### config.mk
export PLATFORM = sky130hd
export DESIGN_NAME = riscv_str_unit_flat
export DESIGN_NICKNAME = d
export VERILOG_FILES = /design/src/rtl/riscv_str_unit_if.sv /design/src/rtl/riscv_str_unit.sv /design/src/flat_wrapper.sv
export SDC_FILE = /design/constraint.sdc
export NUM_CORES = 1
export LEC_CHECK = 0
export CAP_MARGIN = 20
export CORE_MARGIN = 1.5
export CORE_UTILIZATION = 40
export DETAILED_ROUTE_END_ITERATION = 8
export GPL_ROUTABILITY_DRIVEN = 0
export PLACE_DENSITY = 0.62
export SETUP_SLACK_MARGIN = 0.2
export SLEW_MARGIN = 20
export SYNTH_ARGS = -nofsm -noshare
export SYNTH_HDL_FRONTEND = slang
export SYNTH_SLANG_ARGS = --single-unit
### constraint.sdc
create_clock -name clk -period 6.89 [get_ports clk]
set_input_delay 1.378 -clock clk [delete_from_list [all_inputs] [get_ports clk]]
set_output_delay 1.378 -clock clk [all_outputs]
set_load 0.01 [all_outputs]
### src/rtl/riscv_str_unit_if.sv
// Request/response bundle between the execute pipeline and the string unit.
// master is the pipeline side; slave is the unit side.
interface riscv_str_unit_if #(
  parameter int unsigned DATA_WIDTH = 32
);
  logic                  enable_i;
  logic [1:0]            operator_i;
  logic [DATA_WIDTH-1:0] operand_i;
  logic                  flush_i;
  logic                  ex_ready_i;
  logic [DATA_WIDTH-1:0] result_o;
  logic                  valid_o;
  logic                  ready_o;

  modport master (
    output enable_i,
    output operator_i,
    output operand_i,
    output flush_i,
    output ex_ready_i,
    input  result_o,
    input  valid_o,
    input  ready_o
  );

  modport slave (
    input  enable_i,
    input  operator_i,
    input  operand_i,
    input  flush_i,
    input  ex_ready_i,
    output result_o,
    output valid_o,
    output ready_o
  );
endinterface

### src/rtl/riscv_str_unit.sv
// Multi-cycle byte-wise ASCII string transform (upper/lower/leet/rot13).
// Processes LANES_PER_CYCLE bytes per BUSY cycle and holds the result until accepted.
module riscv_str_unit #(
  parameter int unsigned DATA_WIDTH      = 32,
  parameter int unsigned LANES_PER_CYCLE = 1
) (
  input logic            clk,
  input logic            rst_n,
  riscv_str_unit_if.slave str_if
);

  localparam int unsigned NumLanes = DATA_WIDTH / 8;
  localparam int unsigned NumSteps = NumLanes / LANES_PER_CYCLE;
  localparam int unsigned CntW     = (NumSteps > 1) ? $clog2(NumSteps) : 1;

  if ((DATA_WIDTH < 8) || (DATA_WIDTH % 8 != 0)) begin : g_bad_width
    $error("DATA_WIDTH must be a non-zero multiple of 8");
  end
  if ((LANES_PER_CYCLE == 0) || (NumLanes % LANES_PER_CYCLE != 0)) begin : g_bad_lanes
    $error("LANES_PER_CYCLE must evenly divide DATA_WIDTH/8");
  end

  typedef enum logic [1:0] {
    OpUpper = 2'd0,
    OpLower = 2'd1,
    OpLeet  = 2'd2,
    OpRot13 = 2'd3
  } op_e;

  typedef enum logic [1:0] {
    StIdle,
    StBusy,
    StDone
  } state_e;

  function automatic logic [7:0] xform_byte(op_e op, logic [7:0] b);
    logic       is_up;
    logic       is_lo;
    logic [7:0] folded;
    logic [7:0] r;
    is_up  = (b >= 8'h41) && (b <= 8'h5A);
    is_lo  = (b >= 8'h61) && (b <= 8'h7A);
    folded = is_lo ? (b - 8'h20) : b;
    r      = b;
    unique case (op)
      OpUpper: if (is_lo) r = b - 8'h20;
      OpLower: if (is_up) r = b + 8'h20;
      OpLeet: begin
        // Case-fold once so each letter is matched in a single pass, no chaining.
        if (is_up || is_lo) begin
          case (folded)
            8'h45:   r = 8'h33;
            8'h53:   r = 8'h35;
            8'h4C:   r = 8'h31;
            8'h41:   r = 8'h34;
            8'h4F:   r = 8'h30;
            default: r = b;
          endcase
        end
      end
      OpRot13: begin
        if (is_up) r = (b <= 8'h4D) ? (b + 8'd13) : (b - 8'd13);
        if (is_lo) r = (b <= 8'h6D) ? (b + 8'd13) : (b - 8'd13);
      end
      default: r = b;
    endcase
    return r;
  endfunction

  state_e                state_q, state_d;
  logic [CntW-1:0]       cnt_q, cnt_d;
  logic [DATA_WIDTH-1:0] result_q, result_d;
  logic [DATA_WIDTH-1:0] work_q, work_d;
  logic [DATA_WIDTH-1:0] work_step;
  op_e                   op_q, op_d;
  logic                  last_step;

  // Transform only the lanes owned by the current step; others pass through.
  always_comb begin
    work_step = work_q;
    for (int unsigned i = 0; i < NumLanes; i++) begin
      if ((i / LANES_PER_CYCLE) == 32'(cnt_q)) begin
        work_step[8*i +: 8] = xform_byte(op_q, work_q[8*i +: 8]);
      end
    end
  end

  assign last_step = (cnt_q == CntW'(NumSteps - 1));

  always_comb begin
    state_d  = state_q;
    cnt_d    = cnt_q;
    result_d = result_q;
    work_d   = work_q;
    op_d     = op_q;
    if (str_if.flush_i) begin
      state_d = StIdle;
      cnt_d   = '0;
    end else begin
      unique case (state_q)
        StIdle: begin
          if (str_if.enable_i) begin
            work_d  = str_if.operand_i;
            op_d    = op_e'(str_if.operator_i);
            cnt_d   = '0;
            state_d = StBusy;
          end
        end
        StBusy: begin
          work_d = work_step;
          if (last_step) begin
            result_d = work_step;
            cnt_d    = '0;
            state_d  = StDone;
          end else begin
            cnt_d = cnt_q + 1'b1;
          end
        end
        StDone: begin
          if (str_if.ex_ready_i) state_d = StIdle;
        end
        default: state_d = StIdle;
      endcase
    end
  end

  always_ff @(posedge clk or negedge rst_n) begin
    if (!rst_n) begin
      state_q  <= StIdle;
      cnt_q    <= '0;
      result_q <= '0;
    end else begin
      state_q  <= state_d;
      cnt_q    <= cnt_d;
      result_q <= result_d;
    end
  end

  // Datapath scratch state; nothing observable depends on it before a request.
  always_ff @(posedge clk) begin
    work_q <= work_d;
    op_q   <= op_d;
  end

  assign str_if.result_o = result_q;
  assign str_if.valid_o  = (state_q == StDone);
  assign str_if.ready_o  = (state_q == StIdle);

endmodule

### src/flat_wrapper.sv
// flat-port wrapper written by rule: the top's interface ports become plain ports
module riscv_str_unit_flat 
#(
  parameter int unsigned DATA_WIDTH      = 32,
  parameter int unsigned LANES_PER_CYCLE = 1
)
  (clk, rst_n, str_if_enable_i, str_if_operator_i, str_if_operand_i, str_if_flush_i, str_if_ex_ready_i, str_if_result_o, str_if_valid_o, str_if_ready_o);
  riscv_str_unit_if #(.DATA_WIDTH(DATA_WIDTH)) str_if_i ();
  input logic clk;
  input logic rst_n;
  input wire logic [$bits(str_if_i.enable_i)-1:0] str_if_enable_i;
  input wire logic [$bits(str_if_i.operator_i)-1:0] str_if_operator_i;
  input wire logic [$bits(str_if_i.operand_i)-1:0] str_if_operand_i;
  input wire logic [$bits(str_if_i.flush_i)-1:0] str_if_flush_i;
  input wire logic [$bits(str_if_i.ex_ready_i)-1:0] str_if_ex_ready_i;
  output wire logic [$bits(str_if_i.result_o)-1:0] str_if_result_o;
  output wire logic [$bits(str_if_i.valid_o)-1:0] str_if_valid_o;
  output wire logic [$bits(str_if_i.ready_o)-1:0] str_if_ready_o;
  assign str_if_i.enable_i = str_if_enable_i;
  assign str_if_i.operator_i = str_if_operator_i;
  assign str_if_i.operand_i = str_if_operand_i;
  assign str_if_i.flush_i = str_if_flush_i;
  assign str_if_i.ex_ready_i = str_if_ex_ready_i;
  assign str_if_result_o = str_if_i.result_o;
  assign str_if_valid_o = str_if_i.valid_o;
  assign str_if_ready_o = str_if_i.ready_o;
  riscv_str_unit #(.DATA_WIDTH(DATA_WIDTH), .LANES_PER_CYCLE(LANES_PER_CYCLE)) u_core (.clk(clk), .rst_n(rst_n), .str_if(str_if_i));
endmodule
==> results.txt <==
- Synthesis produced 796 cells.
- Timing would allow up to 275 MHz.
* Syn avg cell area: 7.93 um^2
- Of the total synthesized cell area, the portion taken by XOR and XNOR cells is 0.0139.
- Ant diodes: 0
- Summed over all layers, the routed wires come to 19,500 um.
* Drt wl/cell: 18.5 um
* Final number of setup-violating endpoints: 0
- Max-capacitance violation count: 0
- Counting flops and latches in the post-synthesis netlist gives 70.
- Relative to the synthesized area, the layout overhead comes to 17.3%.
- The detail route stage leaves a number of antenna-violating nets equal to 0.
- The run finished with clean final reports.
- The largest total area in the synthesized netlist belongs to sky130_fd_sc_hd__edfxtp_1.
* Detailed placer's ending HPWL: 13,600 um
* Worst hold slack: 483 ps
* P per Cell Area: 189 nW/um^2
- Counting instances, the worst hold path has a depth of 2.
* Number of global-route vias before repair: 6,147
* Capturing element type of the critical path: register
- By startpoint and endpoint, the worst setup path is classified as register to register.
* Post-synthesis net count: 870
- Die Footprint: 16,500 um^2
* Row count: 45
- The mapped netlist covers 6310 um^2.
* Maximum ir drop on the vdd rail: 0.000114 V
- For this run, the leading register cell type out of synthesis is sky130_fd_sc_hd__dfrtp_1.
- Data arrives at the worst endpoint at 3740 ps.
- In this run the horizontal extent of the chip is 129 um.
- Of the total synthesized cell area, the portion taken by full adders, half adders and majority gates is 0.0694.
- After synthesis, the share of cell area in mux cells is 0.0404.
- After clock tree synthesis, the setup repair step added 0 buffers.
- The number of antenna violations at the first check in global routing came to 0.
- Measured against its own limit, the worst slew margin works out to 0.329.
- No sink is reached through more buffers than the 2 on the longest clock path.
- Of the synthesized area, sequential elements account for 0.304.
- Drt first pass iters: 6
- From bottom edge to top edge, the die measures 129 um.
* First-pass GRT wire length: 31,800 um
- The first routing iteration left 951 violations.
* Number of remaining DRC errors: 0
- Drt via density: 6.19
- Along the worst path, the maximum fanout reaches 11.
* Setup repair after global routing missed its margin: no
- Starting density of the core: 0.412
* Core outline area: 15,300 um^2
- In this run, synthesis inferred 34 flip-flops with an integrated enable.
- The share of the synthesized area in compound gates (AO/OA/AOI/OAI) was 0.319.
- Most common library cell in the layout ignoring fill and taps: sky130_fd_sc_hd__nand2_1
* Slack of the worst reg-to-reg path: 3250 ps
- Buffers inserted to repair hold after CTS numbered 0.
- Clock latency of the later-clocked register in the worst-skew pair: 340 ps
- TritonCTS built the clock tree.
* Reg2reg path depth: 10
* Final #Nets: 909
- Max-slew violations: 0
- By area, the combinational part of the netlist is dominated by compound AO/OA/AOI/OAI gates.
- Most frequent cells in the layout: 107 x sky130_fd_sc_hd__nand2_1, 76 x sky130_fd_sc_hd__o21ai_0, 71 x sky130_fd_sc_hd__clkdlybuf4s50_1, 67 x sky130_fd_sc_hd__a21oi_1, 52 x sky130_fd_sc_hd__nor2_1
- Actual slew at the worst max-slew pin: 1010 ps
* Count of different cell masters after synthesis: 76
- Final clock period utilization by the worst path: 0.528
- Of the total synthesized cell area, the portion taken by AND, OR, NAND and NOR gates is 0.199.
- The clock tree synthesis step divided the H-tree into 3 levels.
- Reported leakage power: 0.00282 uW
- Number of instances resized during post-cts repair: 0
* Sinks on Clock Net: 70
* Overall fraction of global-route tracks in use: 0.242
- The share of synthesized area in the top cell type comes to 0.162.
- Post-Route Setup TNS: 0 ps
- Share of post-route cells with drive strength above 1: 0.0583
- After synthesis, the cell types taking the most area are sky130_fd_sc_hd__edfxtp_1 16%, sky130_fd_sc_hd__dfrtp_1 14%, sky130_fd_sc_hd__ha_1 6.9%.
- Minimum clock period after layout: 3640 ps
- For the final database, setup skew stands at 6.39 ps.
- Count of pins on the block boundary: 73
* Quantity of I/O buffers inserted on ports: 72
- Kind of start point of the critical path: register
* Async set-reset flop share out of synthesis: 0.514
- Pin count of the biggest net entering global routing: 58
- During synthesis, Yosys emitted a total of 0 warnings.
- Worst hold path class: register to register
* Vias post-DR: 6,504
- After clock tree synthesis, the clock-pin slew on the worst setup and hold paths is 60 ps.
* TritonCTS buffer count: 9
* Aggregate global routing overflow: 0
- In this run the clock root is driven by a sky130_fd_sc_hd__clkbuf_16.
* Data required time of the worst path: 6990 ps
* Final Hold Viols: 0
[report_power, final]
part | total [uW] | switching, uW | internal (uW)
logic | 421 | 252 | 170
clock network | 430 | 189 | 241
registers | 549 | 67.4 | 482
[stage by stage]
stage          utilization  cell area (um^2)  worst slack (ps)  cells  total power (uW)
3_3_place_gp         0.466              7140              3210   1035               960
4_1_cts              0.483              7400              3280   1051              1400
6_report             0.483              7400              3250   1051              1400
5_1_grt              0.483              7400              3030   1051              1480
3_5_place_dp         0.466              7140              3080   1035               968
2_1_floorplan            -              6310              2750    796               831
[final timing paths]
kind	start	to
worst max-delay path	u_core.work_q[13]	u_core.work_q[12]
worst min-delay path	u_core.str_if.result_o[16]	u_core.str_if.result_o[16]
worst max register to register	u_core.work_q[13]	u_core.work_q[12]
worst min register to register	u_core.str_if.result_o[16]	u_core.str_if.result_o[16]
max in group asynchronous	rst_n	u_core.str_if.result_o[3]
min in group asynchronous	rst_n	u_core.str_if.result_o[12]
[cells by family after synthesis]
kind of cell | after synthesis
AO/OA/AOI/OAI | 304
AND/OR/NAND/NOR | 264
adder cells (fa/ha/maj) | 35
multiplexers | 24
buffers and inverters | 89
flip-flops | 70
XOR/XNOR | 10
[registers in the layout (all words and copies together) (netlist names)]
register	count
u_core.cnt_q	2
u_core.work_q	32
u_core.op_q	2
u_core.state_q	2
u_core.str_if.result_o	32
[critical path: stages (launching register included)]
cell and delay (ps):
sky130_fd_sc_hd__edfxtp_1 520, sky130_fd_sc_hd__inv_1 250, sky130_fd_sc_hd__ha_1 190, sky130_fd_sc_hd__nand2b_1 50, sky130_fd_sc_hd__or4_4 450, sky130_fd_sc_hd__a2111oi_4 640, sky130_fd_sc_hd__mux2i_1 180, sky130_fd_sc_hd__o21ai_2 310
sky130_fd_sc_hd__nor4_1 100, sky130_fd_sc_hd__or3_1 420, sky130_fd_sc_hd__mux2_2 270
[cells in the mapped netlist, drive strengths merged, types with 4 or more instances]
library cell and count:
nand2 109, o21ai 78, a21oi 67, nor2 52
clkbuf 40, inv 40, dfrtp 36, ha 35
edfxtp 34, nor3 20, o211ai 19, a31oi 18
a211oi 14, nand2b 14, nand3 14, mux2 12
mux2i 12, o31ai 11, o21a 10, buf 8
nor2b 8, nor4 8, o22ai 8, a22oi 7
and2 7, xnor2 7, a2111oi 6, or3 6
a211o 4, a21o 4, a22o 4, a31o 4
nand3b 4, o21bai 4, o221ai 4, o31a 4
o41ai 4, or2 4
[layer usage]
metal / wire length, um / global-route usage
met3: 1350 / 0.0328
met4: 438 / 0.0925
met2: 9110 / 0.387
met1: 8570 / 0.333
met5: 0 / 0
[cell type report]
| type | count | area [um^2] |
|---|---|---|
| clock buffers | 11 | 233 |
| clock inverters | 5 | 26.3 |
| multi-input cells | 637 | 4060 |
| inverters | 41 | 154 |
| fillers | 1504 | 7910 |
| well taps | 211 | 264 |
| flip-flops and latches | 70 | 1920 |
| repair buffers | 76 | 746 |
Note: power is estimated with default switching activity, not from simulation.
